==> src/rtl/sdram_write_seg_if.sv <==
// Write-engine bus: arbiter/FIFO side (master) to the write-burst engine (slave).
// Optional byte-mask signals exist only when SDRAM_WR_DQM_EN is defined.
interface sdram_write_seg_if #(
  parameter int DATA_W = 16,
  parameter int BA_W   = 2,
  parameter int ROW_W  = 13,
  parameter int COL_W  = 9,
  parameter int LEN_W  = 10
);
  logic                          init_end;
  logic                          wr_en;
  logic [BA_W+ROW_W+COL_W-1:0]   wr_addr;
  logic [LEN_W-1:0]              wr_burst_len;
  logic [DATA_W-1:0]             wr_data;
  logic [3:0]                    wr_cmd;
  logic [BA_W-1:0]               wr_ba;
  logic [ROW_W-1:0]              wr_sdram_addr;
  logic                          wr_sdram_en;
  logic [DATA_W-1:0]             wr_sdram_data;
  logic                          wr_ack;
  logic                          wr_end;
  logic                          wr_busy;
`ifdef SDRAM_WR_DQM_EN
  logic [DATA_W/8-1:0]           wr_be;
  logic [DATA_W/8-1:0]           wr_dqm;

  modport master (
    output init_end, wr_en, wr_addr, wr_burst_len, wr_data, wr_be,
    input  wr_cmd, wr_ba, wr_sdram_addr, wr_sdram_en, wr_sdram_data,
           wr_ack, wr_end, wr_busy, wr_dqm
  );

  modport slave (
    input  init_end, wr_en, wr_addr, wr_burst_len, wr_data, wr_be,
    output wr_cmd, wr_ba, wr_sdram_addr, wr_sdram_en, wr_sdram_data,
           wr_ack, wr_end, wr_busy, wr_dqm
  );
`else
  modport master (
    output init_end, wr_en, wr_addr, wr_burst_len, wr_data,
    input  wr_cmd, wr_ba, wr_sdram_addr, wr_sdram_en, wr_sdram_data,
           wr_ack, wr_end, wr_busy
  );

  modport slave (
    input  init_end, wr_en, wr_addr, wr_burst_len, wr_data,
    output wr_cmd, wr_ba, wr_sdram_addr, wr_sdram_en, wr_sdram_data,
           wr_ack, wr_end, wr_busy
  );
`endif
endinterface

==> src/rtl/sdram_write_seg.sv <==
// SDRAM full-page write-burst engine. Bursts that cross a column page are
// split into consecutive row segments; tWR is honoured before each precharge.
// Optional feature macro: SDRAM_WR_DQM_EN (byte-enable input / DQM output).
// Without it there is no DQM port and the external DQM is tied low above us.
//
// state    | meaning
// ---------+------------------------------------------------------------
// IDLE     | waiting for an accepted request
// ACTIVE   | issue ACTIVE for current bank/row, compute segment length
// TRCD     | NOP wait, TRCD cycles
// WRITE    | issue WRITE at current column, first FIFO read
// DATA     | seg cycles of data; BSTOP generated in the last one
// TWR      | NOP wait, TWR cycles
// PCH      | issue PRECHARGE all banks
// TRP      | NOP wait, TRP cycles; advance address, loop or finish
// END      | generate one-cycle wr_end
module sdram_write_seg #(
  parameter int DATA_W = 16,
  parameter int BA_W   = 2,
  parameter int ROW_W  = 13,
  parameter int COL_W  = 9,
  parameter int LEN_W  = 10,
  parameter int TRCD   = 2,
  parameter int TWR    = 2,
  parameter int TRP    = 2
) (
  input  logic         sys_clk,
  input  logic         sys_rst,
  sdram_write_seg_if.slave bus
);

  localparam int AW = BA_W + ROW_W + COL_W;
  // wide enough to hold 2^COL_W as well as any burst length
  localparam int SW = ((LEN_W > COL_W) ? LEN_W : COL_W) + 1;

  localparam logic [3:0] CMD_NOP   = 4'b0111;
  localparam logic [3:0] CMD_ACT   = 4'b0011;
  localparam logic [3:0] CMD_WRITE = 4'b0100;
  localparam logic [3:0] CMD_BSTOP = 4'b0110;
  localparam logic [3:0] CMD_PCH   = 4'b0010;

  localparam logic [LEN_W-1:0] TRCD_LD = LEN_W'(TRCD - 1);
  localparam logic [LEN_W-1:0] TWR_LD  = LEN_W'(TWR - 1);
  localparam logic [LEN_W-1:0] TRP_LD  = LEN_W'(TRP - 1);
  localparam logic [ROW_W-1:0] ADDR_A10 = ROW_W'(1) << 10;

  typedef enum logic [3:0] {
    S_IDLE, S_ACTIVE, S_TRCD, S_WRITE, S_DATA, S_TWR, S_PCH, S_TRP, S_END
  } state_t;

  state_t           state;
  logic [LEN_W-1:0] tmr;
  logic [AW-1:0]    cur_addr;
  logic [LEN_W-1:0] remain;
  logic [LEN_W-1:0] seg;
  logic [3:0]       cmd_q;
  logic [BA_W-1:0]  ba_q;
  logic [ROW_W-1:0] addr_q;
  logic             en_q;
  logic             end_q;
  logic             busy_q;

  logic [BA_W-1:0]  cur_ba;
  logic [ROW_W-1:0] cur_row;
  logic [COL_W-1:0] cur_col;
  logic [SW-1:0]    room;
  logic [LEN_W-1:0] seg_calc;
  logic             ack;

  assign cur_ba  = cur_addr[AW-1 -: BA_W];
  assign cur_row = cur_addr[COL_W +: ROW_W];
  assign cur_col = cur_addr[COL_W-1:0];

  // words left in the current column page; a segment never crosses it
  assign room     = (SW'(1) << COL_W) - SW'(cur_col);
  assign seg_calc = (SW'(remain) < room) ? remain : room[LEN_W-1:0];

  // FIFO strobe: WRITE plus all but the last DATA cycle gives seg words
  assign ack = (state == S_WRITE) || ((state == S_DATA) && (tmr != '0));

  assign bus.wr_ack        = ack;
  assign bus.wr_cmd        = cmd_q;
  assign bus.wr_ba         = ba_q;
  assign bus.wr_sdram_addr = addr_q;
  assign bus.wr_sdram_en   = en_q;
  assign bus.wr_sdram_data = en_q ? bus.wr_data : '0;
  assign bus.wr_end        = end_q;
  assign bus.wr_busy       = busy_q;

  // Sequencer: state, timers, address tracking and registered command outputs
  always_ff @(posedge sys_clk) begin
    if (sys_rst) begin
      state    <= S_IDLE;
      tmr      <= '0;
      cur_addr <= '0;
      remain   <= '0;
      seg      <= '0;
      cmd_q    <= CMD_NOP;
      ba_q     <= '1;
      addr_q   <= '1;
      en_q     <= 1'b0;
      end_q    <= 1'b0;
      busy_q   <= 1'b0;
    end else begin
      cmd_q  <= CMD_NOP;
      ba_q   <= '1;
      addr_q <= '1;
      end_q  <= 1'b0;
      en_q   <= ack;
      case (state)
        S_IDLE: begin
          if (bus.init_end && bus.wr_en && (bus.wr_burst_len != '0)) begin
            cur_addr <= bus.wr_addr;
            remain   <= bus.wr_burst_len;
            busy_q   <= 1'b1;
            state    <= S_ACTIVE;
          end else begin
            busy_q   <= 1'b0;
          end
        end
        S_ACTIVE: begin
          cmd_q  <= CMD_ACT;
          ba_q   <= cur_ba;
          addr_q <= cur_row;
          seg    <= seg_calc;
          tmr    <= TRCD_LD;
          state  <= S_TRCD;
        end
        S_TRCD: begin
          if (tmr == '0) state <= S_WRITE;
          else           tmr   <= tmr - 1'b1;
        end
        S_WRITE: begin
          cmd_q  <= CMD_WRITE;
          ba_q   <= cur_ba;
          addr_q <= ROW_W'(cur_col);
          tmr    <= seg - 1'b1;
          state  <= S_DATA;
        end
        S_DATA: begin
          if (tmr == '0) begin
            cmd_q <= CMD_BSTOP;
            tmr   <= TWR_LD;
            state <= S_TWR;
          end else begin
            tmr   <= tmr - 1'b1;
          end
        end
        S_TWR: begin
          if (tmr == '0) state <= S_PCH;
          else           tmr   <= tmr - 1'b1;
        end
        S_PCH: begin
          cmd_q  <= CMD_PCH;
          addr_q <= ADDR_A10;
          tmr    <= TRP_LD;
          state  <= S_TRP;
        end
        S_TRP: begin
          if (tmr == '0) begin
            remain   <= remain - seg;
            cur_addr <= cur_addr + AW'(seg);
            state    <= (remain != seg) ? S_ACTIVE : S_END;
          end else begin
            tmr      <= tmr - 1'b1;
          end
        end
        S_END: begin
          end_q <= 1'b1;
          state <= S_IDLE;
        end
        default: state <= S_IDLE;
      endcase
    end
  end

`ifdef SDRAM_WR_DQM_EN
  logic [DATA_W/8-1:0] dqm_q;

  // Byte mask travels with the DQ enable; masked whenever DQ is not driven
  always_ff @(posedge sys_clk) begin
    if (sys_rst) dqm_q <= '1;
    else         dqm_q <= ack ? ~bus.wr_be : '1;
  end

  assign bus.wr_dqm = dqm_q;
`endif

endmodule
==> src/flat_wrapper.sv <==
// flat-port wrapper written by rule: the top's interface ports become plain ports
module sdram_write_seg_flat 
#(
  parameter int DATA_W = 16,
  parameter int BA_W   = 2,
  parameter int ROW_W  = 13,
  parameter int COL_W  = 9,
  parameter int LEN_W  = 10,
  parameter int TRCD   = 2,
  parameter int TWR    = 2,
  parameter int TRP    = 2
)
  (sys_clk, sys_rst, bus_init_end, bus_wr_en, bus_wr_addr, bus_wr_burst_len, bus_wr_data, bus_wr_cmd, bus_wr_ba, bus_wr_sdram_addr, bus_wr_sdram_en, bus_wr_sdram_data, bus_wr_ack, bus_wr_end, bus_wr_busy);
  sdram_write_seg_if #(.DATA_W(DATA_W), .BA_W(BA_W), .ROW_W(ROW_W), .COL_W(COL_W), .LEN_W(LEN_W)) bus_i ();
  input  logic sys_clk;
  input  logic sys_rst;
  input wire logic [$bits(bus_i.init_end)-1:0] bus_init_end;
  input wire logic [$bits(bus_i.wr_en)-1:0] bus_wr_en;
  input wire logic [$bits(bus_i.wr_addr)-1:0] bus_wr_addr;
  input wire logic [$bits(bus_i.wr_burst_len)-1:0] bus_wr_burst_len;
  input wire logic [$bits(bus_i.wr_data)-1:0] bus_wr_data;
  output wire logic [$bits(bus_i.wr_cmd)-1:0] bus_wr_cmd;
  output wire logic [$bits(bus_i.wr_ba)-1:0] bus_wr_ba;
  output wire logic [$bits(bus_i.wr_sdram_addr)-1:0] bus_wr_sdram_addr;
  output wire logic [$bits(bus_i.wr_sdram_en)-1:0] bus_wr_sdram_en;
  output wire logic [$bits(bus_i.wr_sdram_data)-1:0] bus_wr_sdram_data;
  output wire logic [$bits(bus_i.wr_ack)-1:0] bus_wr_ack;
  output wire logic [$bits(bus_i.wr_end)-1:0] bus_wr_end;
  output wire logic [$bits(bus_i.wr_busy)-1:0] bus_wr_busy;
  assign bus_i.init_end = bus_init_end;
  assign bus_i.wr_en = bus_wr_en;
  assign bus_i.wr_addr = bus_wr_addr;
  assign bus_i.wr_burst_len = bus_wr_burst_len;
  assign bus_i.wr_data = bus_wr_data;
  assign bus_wr_cmd = bus_i.wr_cmd;
  assign bus_wr_ba = bus_i.wr_ba;
  assign bus_wr_sdram_addr = bus_i.wr_sdram_addr;
  assign bus_wr_sdram_en = bus_i.wr_sdram_en;
  assign bus_wr_sdram_data = bus_i.wr_sdram_data;
  assign bus_wr_ack = bus_i.wr_ack;
  assign bus_wr_end = bus_i.wr_end;
  assign bus_wr_busy = bus_i.wr_busy;
  sdram_write_seg #(.DATA_W(DATA_W), .BA_W(BA_W), .ROW_W(ROW_W), .COL_W(COL_W), .LEN_W(LEN_W), .TRCD(TRCD), .TWR(TWR), .TRP(TRP)) u_core (.sys_clk(sys_clk), .sys_rst(sys_rst), .bus(bus_i));
endmodule
==> config.mk <==
export PLATFORM = sky130hd
export DESIGN_NAME = sdram_write_seg_flat
export DESIGN_NICKNAME = d
export VERILOG_FILES = /design/src/rtl/sdram_write_seg_if.sv /design/src/rtl/sdram_write_seg.sv /design/src/flat_wrapper.sv
export SDC_FILE = /design/constraint.sdc
export NUM_CORES = 1
export LEC_CHECK = 0
export ABC_AREA = 1
export CORE_ASPECT_RATIO = 0.7
export CORE_MARGIN = 4
export CORE_UTILIZATION = 40
export CTS_BUF_LIST = sky130_fd_sc_hd__clkbuf_16
export DETAILED_ROUTE_END_ITERATION = 8
export PLACE_DENSITY = 0.72
export REMOVE_ABC_BUFFERS = 1
export SETUP_SLACK_MARGIN = 0.5
export SKIP_LAST_GASP = 1
export SYNTH_ARGS = -nofsm -noshare
export SYNTH_HDL_FRONTEND = slang
export SYNTH_SLANG_ARGS = --single-unit
==> constraint.sdc <==
create_clock -name sys_clk -period 2.8 [get_ports sys_clk]
set_clock_uncertainty 0.15 [all_clocks]
set_input_delay 0.56 -clock sys_clk [delete_from_list [all_inputs] [get_ports sys_clk]]
set_output_delay 0.56 -clock sys_clk [all_outputs]
set_load 0.02 [all_outputs]
After elaboration in Yosys (flattened, before gate mapping)
Cells that the tools add are included.
Widths: inputs -> output; s select.
Cells by class
  add/sub/neg operators: 5
  multiply operators: 0
  divide/modulo/power cells: 0
  order comparisons: 1
  eq/ne operators: 15
  shift operators: 0
  multiplexer cells: 23
  bitwise logic cells: 1
  reductions and logical operators: 17
Operators with widths (number)
  $mux 10: 5
  $mux 24: 2
  $pmux 24 s2: 1
  $pmux 10 s4: 1
  $pmux 13 s3: 1
  $pmux 4 s8: 1
  $add 24x10->24: 1
  $mux 4: 6
  $pmux 10 s2: 1
  $reduce_bool 10->1: 2
  $sub 10x1->10 const B: 2
  $eq 4x3->1 const B: 4
  $mux 16: 1
  $pmux 4 s4: 1
  $lt 10x11->1: 1
  $sub 10x9->11 const A: 1
  $logic_not 10->1: 1
  $ne 10x10->1: 1
  $sub 10x10->10: 1
  $eq 4x2->1 const B: 2
  $ne 2x1->1 const B: 4
  $reduce_or 2->1: 3
  $reduce_and 5->1: 1
  $eq 4x1->1 const B: 1
  other kinds (12): 17
Word-level totals
  flip-flop bits (word level): 80
  latch bits: 0
  memory bits (writable): 0
  memory bits (read-only): 0
  input bits: 54
  output and inout port bits: 39
  memories: 0

Longest topological paths before layout
  depth after elaboration: 4
  gate-level depth with buffers: 17
  depth with buffers taken out: 16

Least setup slack after synthesis
OpenSTA, ideal clock, no wires.
  path kind: flip-flop to flip-flop
  start: reg u_core.cur_addr[1]
  end: reg u_core.seg[0]
  arrival: 2.287 ns
  data required time: 2.580 ns
  setup slack: 0.293 ns
  cell stages (with the launch flop): 18
  buffers on the path: 1
  clock period less this slack: 2.507 ns
  path through: dfxtp_1 > inv_1 > ha_1 > nand3_1 > nor2_1 > nand2_1 > nor2_1 > xor2_1 > ha_1 > nand3_1 > nor2_1 > nand4_1 > nand3_1 > clkbuf_1 > nand2_1 > o21ai_0 > nand2_1 > a21oi_1
Between the ends
  longest elaborated chain between the ends: 3
Ends and longest elaborated chain
  start, declared: line sdram_write_seg.sv:53  | logic [AW-1:0] cur_addr;
  start signal, assigned: line sdram_write_seg.sv:113  | cur_addr <= bus.wr_addr;
  start signal, assigned: line sdram_write_seg.sv:162  | cur_addr <= cur_addr + AW'(seg);
  $sub 10x9->11: line sdram_write_seg.sv:75  | assign room = (SW'(1) << COL_W) - SW'(cur_col);
  $lt 10x11->1: line sdram_write_seg.sv:76  | assign seg_calc = (SW'(remain) < room) ? remain : room[LEN_W-1:0];
  $mux 10: line sdram_write_seg.sv:76
  end signal, assigned: line sdram_write_seg.sv:125  | seg <= seg_calc;
  end, declared: line sdram_write_seg.sv:55  | logic [LEN_W-1:0] seg;
Every way passes these cells.
A chain may end at the register's enable or synchronous reset.

Worst setup path in the final report
  start: reg u_core.cur_addr[3]
  end: reg u_core.seg[3]
Between the ends
  longest elaborated chain between the ends: 3
Ends and longest elaborated chain (line)
  $sub 10x9->11 *: sdram_write_seg.sv:75
  $lt 10x11->1: sdram_write_seg.sv:76
  $mux 10 *: sdram_write_seg.sv:76
Mark *: on every way between the ends. The rest lies on a longest branch, timed or not.

==> reports/metrics.sh <==
ANTENNADIODECOUNT=0
FP-ROW-COUNT=36
FIRSTDRTPASSITERS=6
IO_BUFFERS=91
SYNTH_FF_TYPE='dfxtp_1'
VIAS=6595
REPORT.FINAL.SLEW_VIOL_COUNT=0
DP.FINAL_HPWL_UM=13000
SHARE_CLK_OF_TOTAL_POWER_PCT=16.2
LEAKAGE_nW=3.66
FINAL-HOLD-VIOLATION-COUNT=0
SETUP_SLACK_NS=0.210
LAYOUT.CORE_UTILIZATION_PCT=54.5
FINAL-INSTANCE-COUNT-EXCL-FILL=1255
IO_PINS=93
SETUP.WORST_PATH.CLASS='reg2reg'
MAX_STAGE_DELAY_NS=0.35
CLKSINKCOUNT=79
RSZ0062_AT_GRT='true'
SWSHARE_PCT=48.8
GP_CONGESTION=0.925
YOSYSUNIQUECELLTYPES=37
POST_SYNTH_MAIN_AREA_CONTRIBUTORS='dfxtp_1 27%, nand2_1 18%, inv_1 8.6%, nor2_1 7.6%, nand3_1 7.2%'
WHS_NS=0.338
CTS-HTREE-LEVELS=3
YS_SEQ_AREA_SHARE_PCT=27.3
STARTING_DENSITY_OF_THE_CORE_PCT=41.2
CP_MAX_FO=5
CLOCK_LATENCY_NS=0.35
DPL_WORST_SLACK_NS=0.154
TRITONCTS='done'
DRT_ITER0_MARKERS=613
MULTI_INPUT_COMB_AREA_MM2=0.00381
SYNTH.CELLS.MOST_FREQUENT='273 x nand2_1, 133 x inv_1, 118 x nor2_1, 83 x nand3_1, 79 x dfxtp_1'
NETS=1147
POST_SYNTHESIS_REGISTER_BIT_COUNT=79
VIAS_PER_CELL=5.25
ANTENNA_LEFT=0
TIMING_WORST_SLEW_PIN_VALUE_NS=0.708
POWER.DENSITY_mW_PER_MM2=1190
ANTENNA_VIOLATIONS_BEFORE_REPAIR=0
POST-SYNTH-TOP-COUNT-CELL='nand2_1'
CRIT_CHAIN='inv_1 -> buf_4 -> nand3_1 -> nor2_2 -> nand3_1 -> ha_4 -> nand3_2 -> nor2_1 -> nand4_1 -> nand3_4 -> buf_8 -> nor2_4 -> nor2_1 -> nand2_1 -> a21oi_1'
CLOCK_PATH_BUFFERS=2
GLOBAL_ROUTE.OVERFLOW_TOTAL=0
GRT_PASS1_WL_UM=28900
PLACE_AREA_MM2=0.00692
GLOBAL_ROUTE.USAGE.TOTAL_PCT=21.4
CORE_REGION_AREA_MM2=0.0141
CRITICAL_PATH_REQUIRED_NS=2.92
TOTALWIRELENGTH_UM=18400
HOLDBUFCOUNTCTS=0
CRITICAL_PATH.STARTPOINT_TYPE='flip-flop'
WORSTHOLDPATHTYPE='reg2reg'
CTS-BUFFERS-INSERTED=9
CTSROOTBUFFERMASTER='clkbuf_16'
STDCELL_AREA_MM2=0.00766
SYNTH-EDFF-COUNT=0
DIEHEIGHT_UM=109
NFILLCELLS=1371
KIND_OF_END_POINT_OF_THE_CRITICAL_PATH='flip-flop'
WL_PER_CELL_UM=14.6
SYNTH_TOP_CELL_BY_AREA='dfxtp_1'
SYN_AREA_MM2=0.00579
FIN_SETUP_TNS_NS=0
DIE_WIDTH_UM=152
FINALSETUPVIOLATIONS=0
SYN2LAYOUT_AREA_GROWTH_PCT=32.3
TIMING.MAX_CAP.VIOLATIONS=0
AREA_SHARE_OF_THE_LARGEST_CELL_TYPE_AFTER_SYNTHESIS_PCT=27.3
TIMING.FINAL.CRIT_PERIOD_NS=2.59
SWITCHING_POWER_mW=4.43
WORST-ENDPOINT-ARRIVAL_NS=2.71
CLK_PIN_SLEW_WORST_PATHS_NS=0.06
PWR-SHARE-COMB_PCT=62.2
DIE-AREA_MM2=0.0165
NETLIST_INSTANCES=963
GRT_START_MAX_NET_PINS=42
CELL_FAMILY_WITH_THE_LARGEST_SHARE_OF_CRITICAL_PATH_DELAY='simple AND/OR/NAND/NOR gates'
REMAINING_DRC_ERRORS=0
P_INT_mW=4.65
MAXCLOCKFREQUENCY_MHz=386
STATUS='finished clean'
REPORT.POWER.TOTAL_mW=9.09
SYN_AREA_PER_CELL_UM2=6.01
DP_CELLS=1228
SEQPWRFRAC_PCT=21.6
SLEW_HEADROOM_PCT=52.7
WORST_IR_DROP_VDD_mV=0.455
LAYOUT.AREA.SEQ_MM2=0.00159
FIRST_GLOBAL_VIAS=5713
ASYNC_RESET_FF_SHARE_PCT=0
CP.BUFFERS_INVERTERS=3
YOSYS_WARNINGS=0
DRIVE_ABOVE_1_SHARE_PCT=12.7
WORST_PATH_SLOWEST_CELL='ha_4'
POST-ROUTE-PERIOD-UTIL_PCT=92.5
state kept, by name, summed over array words and instances (netlist names):
signal	cells
u_core.bus.wr_end	1
u_core.cur_addr	24
u_core.remain	10
u_core.bus.wr_sdram_addr	13
u_core.bus.wr_sdram_en	1
u_core.state	4
u_core.bus.wr_cmd	3
u_core.seg	10
u_core.tmr	10
u_core.bus.wr_busy	1
u_core.bus.wr_ba	2
layout by cell type, fill, tap and decap left out, types with 10 or more instances in the layout:
master,n
dlygate4sd2_1,16
o21ai_1,10
ha_1,24
buf_4,21
dfxtp_1,71
nand2_1,264
nand3_1,73
nor2_1,103
inv_2,14
inv_1,125
nor2_2,12
xor2_1,14
a21oi_1,63
clkdlybuf4s50_1,74
nand2_2,10
o21ai_0,51
final timing paths:
kind | slack [ns] | to | startpoint | cells after the start
max | 0.21 | u_core.seg[3] | u_core.cur_addr[3] | 15
max reg2reg | 0.21 | u_core.seg[3] | u_core.cur_addr[3] | 15
min reg2reg | 0.34 | u_core.cur_addr[23] | u_core.cur_addr[23] | 2
min | 0.34 | u_core.cur_addr[23] | u_core.cur_addr[23] | 2
power by group through the flow:
| stage | combinational [mW] | sequential (mW) | clock [mW] |
|---|---|---|---|
| floorplan | 3.29 | 1.88 | 0 |
| global placement | 4.72 | 1.92 | 0 |
| detailed placement | 4.75 | 1.92 | 0 |
| CTS | 5.10 | 1.91 | 1.49 |
| global route | 6.27 | 2.00 | 1.52 |
| finish | 5.66 | 1.96 | 1.47 |
metal layers:
| layer | GRT usage, % | vias to the layer above | wire length (µm) |
|---|---|---|---|
| met2 | 31.6 | 343 | 7450 |
| met5 | 0 | - | 0 |
| li1 | - | 3252 | - |
| met3 | 4.72 | 23 | 1960 |
| met1 | 32.0 | 2977 | 8690 |
| met4 | 4.55 | 0 | 278 |
cells by family after synthesis:
group,count (synthesis),synth area share (%)
xor gates and xnor gates,19,2.87
DFF,79,27.3
other,1,0.0647
buffers and inverters,173,12.0
and+or+nand+nor,510,36.7
AOI/OAI and AO/OA,148,13.7
adders and majority gates,33,7.39
cell type report:
type	count	area share [%]
Multi-Input combinational cell	711	49.7
Inverter	141	6.94
Clock buffer	9	2.94
Tap cell	190	3.10
Sequential cell	79	20.8
Timing Repair Buffer	118	14.7
Clock inverter	7	1.88
what timing repair did:
| action | 4_1_cts | 5_1_grt |
|---|---|---|
| cloned | 3 | 0 |
| setup endpoints to repair | 31 | 52 |
| pin swaps | 14 | 19 |
| resized for setup | 55 | 61 |
| setup buffers | 5 | 3 |
tightest hold or removal path, stage by stage, from the launching register on:
cell	delay [ns]
dfxtp_1	0.33
nand2_1	0.06
a21oi_1	0.06
(Power assumes the default switching activity.)
